File: src/rtl/capture_8seg_if.sv
// capture_8seg_if: display-bus tap (sel/leds in) and decoded digit readback (out).
interface capture_8seg_if #(
  parameter int DIGITS = 4
) ();
  logic [DIGITS-1:0]   sel;
  logic [7:0]          leds;
  logic [4*DIGITS-1:0] tetrades;
  logic [DIGITS-1:0]   dots;
  logic [DIGITS-1:0]   known;
  logic                update;
  logic [2:0]          upd_idx;
  modport master (output sel, leds, input tetrades, dots, known, update, upd_idx);
  modport slave (input sel, leds, output tetrades, dots, known, update, upd_idx);
endinterface

File: src/rtl/capture_8seg.sv
// capture_8seg: filters a multiplexed 8-segment bus and decodes each stable digit to hex + dot.
// Define CAPTURE_8SEG_ACTIVE_LOW_EN for common-anode (inverted) sel/leds inputs.
module capture_8seg #(
  parameter int DIGITS = 4,
  parameter int STABLE = 4
) (
  input logic           clk,
  input logic           rst_n,
  capture_8seg_if.slave bus
);
  localparam int W  = DIGITS + 8;
  localparam int CW = $clog2(STABLE + 1);
  logic [W-1:0]        w_in, r_s1, r_s2, r_prev;
  logic [CW-1:0]       r_cnt;
  logic [DIGITS-1:0]   w_sel;
  logic [6:0]          w_seg;
  logic                w_dot, w_onehot, w_same, w_fire, w_hit;
  logic [3:0]          w_val;
  logic [2:0]          w_idx;
  logic [4*DIGITS-1:0] r_tet;
  logic [DIGITS-1:0]   r_dots, r_known;
  logic                r_upd;
  logic [2:0]          r_idx;
`ifdef CAPTURE_8SEG_ACTIVE_LOW_EN
  assign w_in = ~{bus.sel, bus.leds};
`else
  assign w_in = {bus.sel, bus.leds};
`endif
  assign w_sel    = r_s2[W-1:8];
  assign w_dot    = r_s2[7];
  assign w_seg    = r_s2[6:0];
  assign w_onehot = (w_sel != '0) && ((w_sel & (w_sel - DIGITS'(1))) == '0);
  assign w_same   = r_s2 == r_prev;
  // cnt saturates at STABLE, so STABLE-1 is passed exactly once per stable interval
  assign w_fire   = w_same && (r_cnt == CW'(STABLE - 1)) && w_onehot;
  always_comb begin
    w_idx = '0;
    for (int k = 0; k < DIGITS; k++)
      if (w_sel[k]) w_idx = 3'(k);
  end
  always_comb begin
    w_val = 4'h0;
    w_hit = 1'b1;
    case (w_seg)
      7'h3F: w_val = 4'h0;
      7'h06: w_val = 4'h1;
      7'h5B: w_val = 4'h2;
      7'h4F: w_val = 4'h3;
      7'h66: w_val = 4'h4;
      7'h6D: w_val = 4'h5;
      7'h7D: w_val = 4'h6;
      7'h07: w_val = 4'h7;
      7'h7F: w_val = 4'h8;
      7'h6F: w_val = 4'h9;
      7'h77: w_val = 4'hA;
      7'h7C: w_val = 4'hB;
      7'h39: w_val = 4'hC;
      7'h5E: w_val = 4'hD;
      7'h79: w_val = 4'hE;
      7'h71: w_val = 4'hF;
      default: w_hit = 1'b0;
    endcase
  end
  always_ff @(posedge clk or negedge rst_n) begin
    if (!rst_n) begin
      r_s1   <= '0;
      r_s2   <= '0;
      r_prev <= '0;
      r_cnt  <= '0;
    end else begin
      r_s1   <= w_in;
      r_s2   <= r_s1;
      r_prev <= r_s2;
      r_cnt  <= !w_same ? '0 : (r_cnt == CW'(STABLE)) ? r_cnt : r_cnt + CW'(1);
    end
  end
  always_ff @(posedge clk or negedge rst_n) begin
    if (!rst_n) begin
      r_tet   <= '0;
      r_dots  <= '0;
      r_known <= '0;
      r_upd   <= 1'b0;
      r_idx   <= '0;
    end else begin
      r_upd <= w_fire;
      if (w_fire) r_idx <= w_idx;
      for (int k = 0; k < DIGITS; k++)
        if (w_fire && w_sel[k]) begin
          r_tet[4*k +: 4] <= w_hit ? w_val : 4'h0;
          r_dots[k]       <= w_dot;
          r_known[k]      <= w_hit;
        end
    end
  end
  assign bus.tetrades = r_tet;
  assign bus.dots     = r_dots;
  assign bus.known    = r_known;
  assign bus.update   = r_upd;
  assign bus.upd_idx  = r_idx;
endmodule

File: src/flat_wrapper.sv
// flat-port wrapper written by rule: the top's interface ports become plain ports
module capture_8seg_flat 
#(
  parameter int DIGITS = 4,
  parameter int STABLE = 4
)
  (clk, rst_n, bus_sel, bus_leds, bus_tetrades, bus_dots, bus_known, bus_update, bus_upd_idx);
  capture_8seg_if #(.DIGITS(DIGITS)) bus_i ();
  input logic clk;
  input logic rst_n;
  input wire logic [$bits(bus_i.sel)-1:0] bus_sel;
  input wire logic [$bits(bus_i.leds)-1:0] bus_leds;
  output wire logic [$bits(bus_i.tetrades)-1:0] bus_tetrades;
  output wire logic [$bits(bus_i.dots)-1:0] bus_dots;
  output wire logic [$bits(bus_i.known)-1:0] bus_known;
  output wire logic [$bits(bus_i.update)-1:0] bus_update;
  output wire logic [$bits(bus_i.upd_idx)-1:0] bus_upd_idx;
  assign bus_i.sel = bus_sel;
  assign bus_i.leds = bus_leds;
  assign bus_tetrades = bus_i.tetrades;
  assign bus_dots = bus_i.dots;
  assign bus_known = bus_i.known;
  assign bus_update = bus_i.update;
  assign bus_upd_idx = bus_i.upd_idx;
  capture_8seg #(.DIGITS(DIGITS), .STABLE(STABLE)) u_core (.clk(clk), .rst_n(rst_n), .bus(bus_i));
endmodule
File: config.mk
export PLATFORM = sky130hd
export DESIGN_NAME = capture_8seg_flat
export DESIGN_NICKNAME = d
export VERILOG_FILES = /design/src/rtl/capture_8seg_if.sv /design/src/rtl/capture_8seg.sv /design/src/flat_wrapper.sv
export SDC_FILE = /design/constraint.sdc
export NUM_CORES = 1
export LEC_CHECK = 0
export ABC_AREA = 1
export BUFFER_PORTS_ARGS = -buffer_cell sky130_fd_sc_hd__buf_2
export CORE_ASPECT_RATIO = 0.7
export CORE_MARGIN = 4
export CORE_UTILIZATION = 40
export CTS_CLUSTER_SIZE = 12
export DETAILED_ROUTE_END_ITERATION = 12
export PLACE_DENSITY_LB_ADDON = 0.05
export SETUP_SLACK_MARGIN = 0.3
export SYNTH_ARGS = -nofsm -noshare
export SYNTH_HDL_FRONTEND = slang
export SYNTH_SLANG_ARGS = --single-unit
File: constraint.sdc
create_clock -name clk -period 1.48 [get_ports clk]
set_clock_uncertainty 0.1 [all_clocks]
set_input_delay 0.148 -clock clk [delete_from_list [all_inputs] [get_ports clk]]
set_output_delay 0.148 -clock clk [all_outputs]
set_load 0.01 [all_outputs]
# Yosys cells after proc, flatten, opt, wreduce, memory -nomap -nowiden
# Index checks and enable logic that the tools add are counted.
# totals
regBits	67
out_inout_bits	28
# classes
add_sub_neg	2
n_eq_ne	20
mux	8
n_bitwise	1
n_reduce_logical	10
# ops
op	count
== test 7 bit, second input constant	12
case mux 4 bit (15 select lines)	1
OR reduction 16 bit	1
== test 7 x 3 -> 1 bit, second input constant	2
== test 7 x 6 -> 1 bit, second input constant	2
== test 12 bit	1
two-way mux 3 bit	4
logical AND 1 bit	7
bitwise AND 4 bit	1
zero test 4 bit	1
two-way mux 4 bit	1
nonzero test 4 bit	1
subtractor 4 x 1 -> 4 bit, second input constant	1
adder 3 x 1 -> 3 bit, second input constant	1
== test 3 x 2 -> 1 bit, second input constant	1
== test 3 bit, second input constant	1
two-way mux 1 bit	2
inequality test 2 bit, second input constant	1

# Longest topological paths before layout
# depth
depth_word	6
mapped_depth	10
mapped_depth_nobuf	10

# Least setup slack after synthesis
# No wires, ideal clock.
# synth_path
path_type	register to register
startpoint	register u_core.r_cnt[0]
endpoint	register u_core.r_idx[0] (netlist: u_core.bus.upd_idx[0])
arrival_time_ns	1.353
path_slack_ns	-0.093
path_stages_with_launch	8
n_path_buf	0
synth_period_minus_slack_ns	1.573
cell_sequence	dfrtp_1 -> ha_1 -> ha_1 -> nand3_1 -> nor2_4 -> nand4_4 -> o21ai_0 -> inv_1
# synth_via
elab_chain_len	3
# synth_rtl
item	line	source
from (decl)	capture_8seg.sv:14	logic [CW-1:0] r_cnt;
from (signal assigned)	capture_8seg.sv:74	r_cnt <= !w_same ? '0 : (r_cnt == CW'(STABLE)) ? r_cnt : r_cnt + CW'(1);
== test 3 x 2 -> 1 bit	capture_8seg.sv:35	assign w_fire = w_same && (r_cnt == CW'(STABLE - 1)) && w_onehot;
logical AND 1 bit (2 in a row)	capture_8seg.sv:35	
to (signal assigned)	capture_8seg.sv:86	if (w_fire) r_idx <= w_idx;
to (decl)	capture_8seg.sv:23	logic [2:0] r_idx;
# No other way between the ends.
# A chain may end at the register's enable or synchronous reset.

# Worst setup path after layout
# layout_path
startpoint	register u_core.r_s2[9]
endpoint	register u_core.r_tet[4] (netlist: u_core.bus.tetrades[4])
# layout_via
elab_chain_len	6
# layout_rtl
item	line	source
from (decl)	capture_8seg.sv:13	logic [W-1:0] w_in, r_s1, r_s2, r_prev;
from (signal assigned)	capture_8seg.sv:72	r_s2 <= r_s1;
subtractor 4 x 1 -> 4 bit	capture_8seg.sv:32	assign w_onehot = (w_sel != '0) && ((w_sel & (w_sel - DIGITS'(1))) == '0);
bitwise AND 4 bit	capture_8seg.sv:32	
zero test 4 bit	capture_8seg.sv:32	
logical AND 1 bit	capture_8seg.sv:32	
logical AND 1 bit	capture_8seg.sv:35	
logical AND 1 bit *	capture_8seg.sv:88	if (w_fire && w_sel[k]) begin
to (signal, indexed assignment)	capture_8seg.sv:89	r_tet[4*k +: 4] <= w_hit ? w_val : 4'h0;
to (decl)	capture_8seg.sv:20	logic [4*DIGITS-1:0] r_tet;
# Every way passes the cells marked *; elsewhere a longest branch is shown, timed or not.

==> metrics.csv <==
stage;metric;value;unit
outcome;status;finished, violations left;
outcome;failing checks;setup timing;
clock_network;clock root cell;clkbuf_8;
clock_network;Clk Latency, worst-skew pair;0.34;ns
floorplan;Die Span X;107;µm
global_route;global-route wire length before repair;10100;µm
sta;final setup vio count;30;
floorplan;Die Footprint;8260;µm²
detailed_routing;Avg WL per Cell;11.8;µm
floorplan;Core Area;6430;µm²
place;placed inst area;3260;µm²
logic_synthesis;top cells by area, synth;dfrtp_1, nand2_1, inv_1;
logic_synthesis;Cells after Synth;308;
detailed_routing;vias;2165;
power_and_ir_drop;Pleak;2.06;nW
logic_synthesis;Post-Syn Area per Cell;8.90;µm²
clock_network;TritonCTS buffer count;9;
detailed_routing;drt first pass iters;4;
cells_and_area;Filler cells;581;
sta;WHS;0.232;ns
detailed_routing;DRC violations left;0;
worst_setup_path;maximum net fanout on the critical path;6;
cells_and_area;Ant. Diodes;0;
worst_setup_path;WP data required;1.62;ns
global_route;vias in the first global route;2063;
power_and_ir_drop;Power, Total;3.51;mW
hold_path;hold crit path type;input port to asynchronous set/reset pin;
place;hpwl dp;4170;µm
place;IO buf count;40;
sta;Tcrit/Tclk final;115;%
cells_and_area;most common cell after layout, fill and taps aside;nand2_1;
global_route;total routing usage reported by global routing;15.8;%
global_route;antenna violations before repair;0;
sta;Fin. Hold Viols;0;
sta;Fin Setup TNS;-5.26;ns
cells_and_area;fraction of layout cells with a size suffix above 1;34.0;%
detailed_routing;Via-to-Cell Ratio;4.33;
clock_network;TritonCTS clock tree;built;
detailed_routing;Detailed Route Iter0 Violations;87;
clock_network;H-tree depth;3;
floorplan;die height;77.3;µm
worst_setup_path;Crit path arrival time;1.84;ns
detailed_routing;ANT nets after route;0;
logic_synthesis;sequential share of the synthesized area;60.2;%
logic_synthesis;Yosys warning count;0;
worst_setup_path;R2R cell count;11;
global_route;largest net degree at the start of global routing;67;
logic_synthesis;Synthesized Nets;325;
place;routability congestion estimate;0.868;
logic_synthesis;area leader, netlist;dfrtp_1;
detailed_routing;DRT Wirelength;5910;µm
logic_synthesis;FF+latch count, synth;66;
worst_setup_path;Crit Reg-Reg Startpoint;u_core.r_s2[9];
sta;RSZ-0062 raised after global routing;true;
worst_setup_path;R2R Setup Slk;-0.22;ns
sta;fin crit period;1.70;ns
worst_setup_path;Setup crit start kind;flip-flop;
clock_network;CTS max path bufs;2;
logic_synthesis;Post-Syn Area;2740;µm²
clock_network;Clock Sinks;66;
clock_network;Clock transition at path regs;0.08;ns
logic_synthesis;Distinct cells, synth;21;
power_and_ir_drop;Pwr Density;927;nW/µm²
cells_and_area;Area Growth Syn to Fin;38.1;%
job;maxcap violations;0;
floorplan;# IOs;42;
worst_setup_path;Critical Path End Type;flip-flop;
power_and_ir_drop;Worst VDD drop;0.000583;V
cells_and_area;Net count, final;421;
sta;Max Fclk;589;MHz
logic_synthesis;Synth top area share;60.2;%
floorplan;Initial Util;42.7;%
worst_setup_path;Crit Path Class;flip-flop to flip-flop;
sta;post-route setup slack;-0.217;ns
cells_and_area;post-route cell area;3790;µm²
cells_and_area;fin util;58.9;%
global_route;grt ovf;0;
floorplan;row count;24;
cells_and_area;most frequent cells in the layout;nand2_1, dfrtp_1, buf_2;
worst_setup_path;reg-to-reg endpoint;u_core.bus.tetrades[4];
sta;max-slew violation count;0;
==> state kept, by name, summed over array words and instances, names as in the netlist <==
signal	flops
u_core.r_s1	12
u_core.bus.known	4
u_core.r_s2	12
u_core.r_prev	12
u_core.bus.tetrades	16
u_core.r_cnt	3
u_core.bus.upd_idx	2
u_core.bus.update	1
u_core.bus.dots	4
==> routing by layer <==
layer	global-route usage, %	up-vias	share of wire [%]
met1	23.6	983	52
li1	-	1134	-
met4	4.98	0	0.56
met3	5.20	2	5.6
met2	21.4	46	42
met5	0	-	0
==> power by group <==
part           switching, mW  leakage, nW  internal, mW
Sequential            0.0354        0.835          1.85
Clock                  0.733       0.0822         0.617
Combinational          0.151         1.14         0.118
Total                  0.920         2.06          2.59
==> cells in the mapped netlist (all sizes together) <==
library cell	n
a21oi	2
and3	2
buf	2
conb	1
dfrtp	66
ha	3
inv	31
nand2	143
nand3	14
nand4	5
nor2	30
nor3	3
o21ai	2
xnor2	4
==> metrics by stage <==
step,worst slack (ns),cells
after floorplan,-0.0407,308
after global placement,-0.235,462
after detailed placement,-0.234,462
after CTS,-0.204,494
after global routing,-0.360,500
final,-0.217,500
==> worst max path at each step <==
stage                         start                 endpoint  slack, ns  cells past startpoint
floorplan            u_core.r_s2[0]       u_core.bus.dots[2]      -0.04                      8
global placement    u_core.r_s2[11]  u_core.bus.tetrades[10]      -0.24                     10
detailed placement  u_core.r_s2[10]   u_core.bus.tetrades[8]      -0.23                     10
CTS                 u_core.r_cnt[1]   u_core.bus.tetrades[0]      -0.20                      8
global route         u_core.r_s2[9]      u_core.bus.known[1]      -0.36                     11
finish               u_core.r_s2[9]   u_core.bus.tetrades[4]      -0.22                     11
==> kinds of logic (layout without fill, tap and decap cells) <==
| family | count (synthesis) | after routing | share of synthesized area, % |
|---|---|---|---|
| xor gates and xnor gates | 4 | 4 | 1.55 |
| adders and majority gates | 3 | 3 | 1.37 |
| DFF | 66 | 66 | 60.2 |
| other | 1 | 1 | 0.137 |
| AOI/OAI and AO/OA | 4 | 4 | 0.730 |
| and+or+nand+nor | 197 | 197 | 31.0 |
| buffers and inverters | 33 | 134 | 4.93 |
==> what timing repair did <==
| item | 4_1_cts | 5_1_grt |
|---|---|---|
| setup buffers | 3 | 6 |
| hold buffers | 13 | 0 |
| hold endpoints to repair | 78 | 0 |
| setup endpoints to repair | 31 | 34 |
| gates resized for setup | 18 | 19 |
| pin swaps | 6 | 10 |
| cloned | 0 | 0 |
==> worst max-delay path, stage by stage (launching register included) <==
cell	delay [ns]
dfrtp_2	0.47
inv_2	0.09
nand2_1	0.06
nand2_1	0.08
nand2_1	0.05
nor2_1	0.08
nand2_1	0.09
nor2_4	0.18
buf_12	0.14
nand3_4	0.11
nand2_1	0.09
nand2_1	0.05
==> cell type report <==
cell class / count / area, µm² / area share, %
sequential: 66 / 1660 / 43.8
multi-input combinational: 209 / 1100 / 29.0
clock buffer: 9 / 124 / 3.27
clock inverter: 7 / 53.8 / 1.42
inverter: 31 / 121 / 3.21
tap: 91 / 114 / 3.01
timing repair buffer: 87 / 618 / 16.3
No activity file was read; power rests on OpenSTA's default activity.
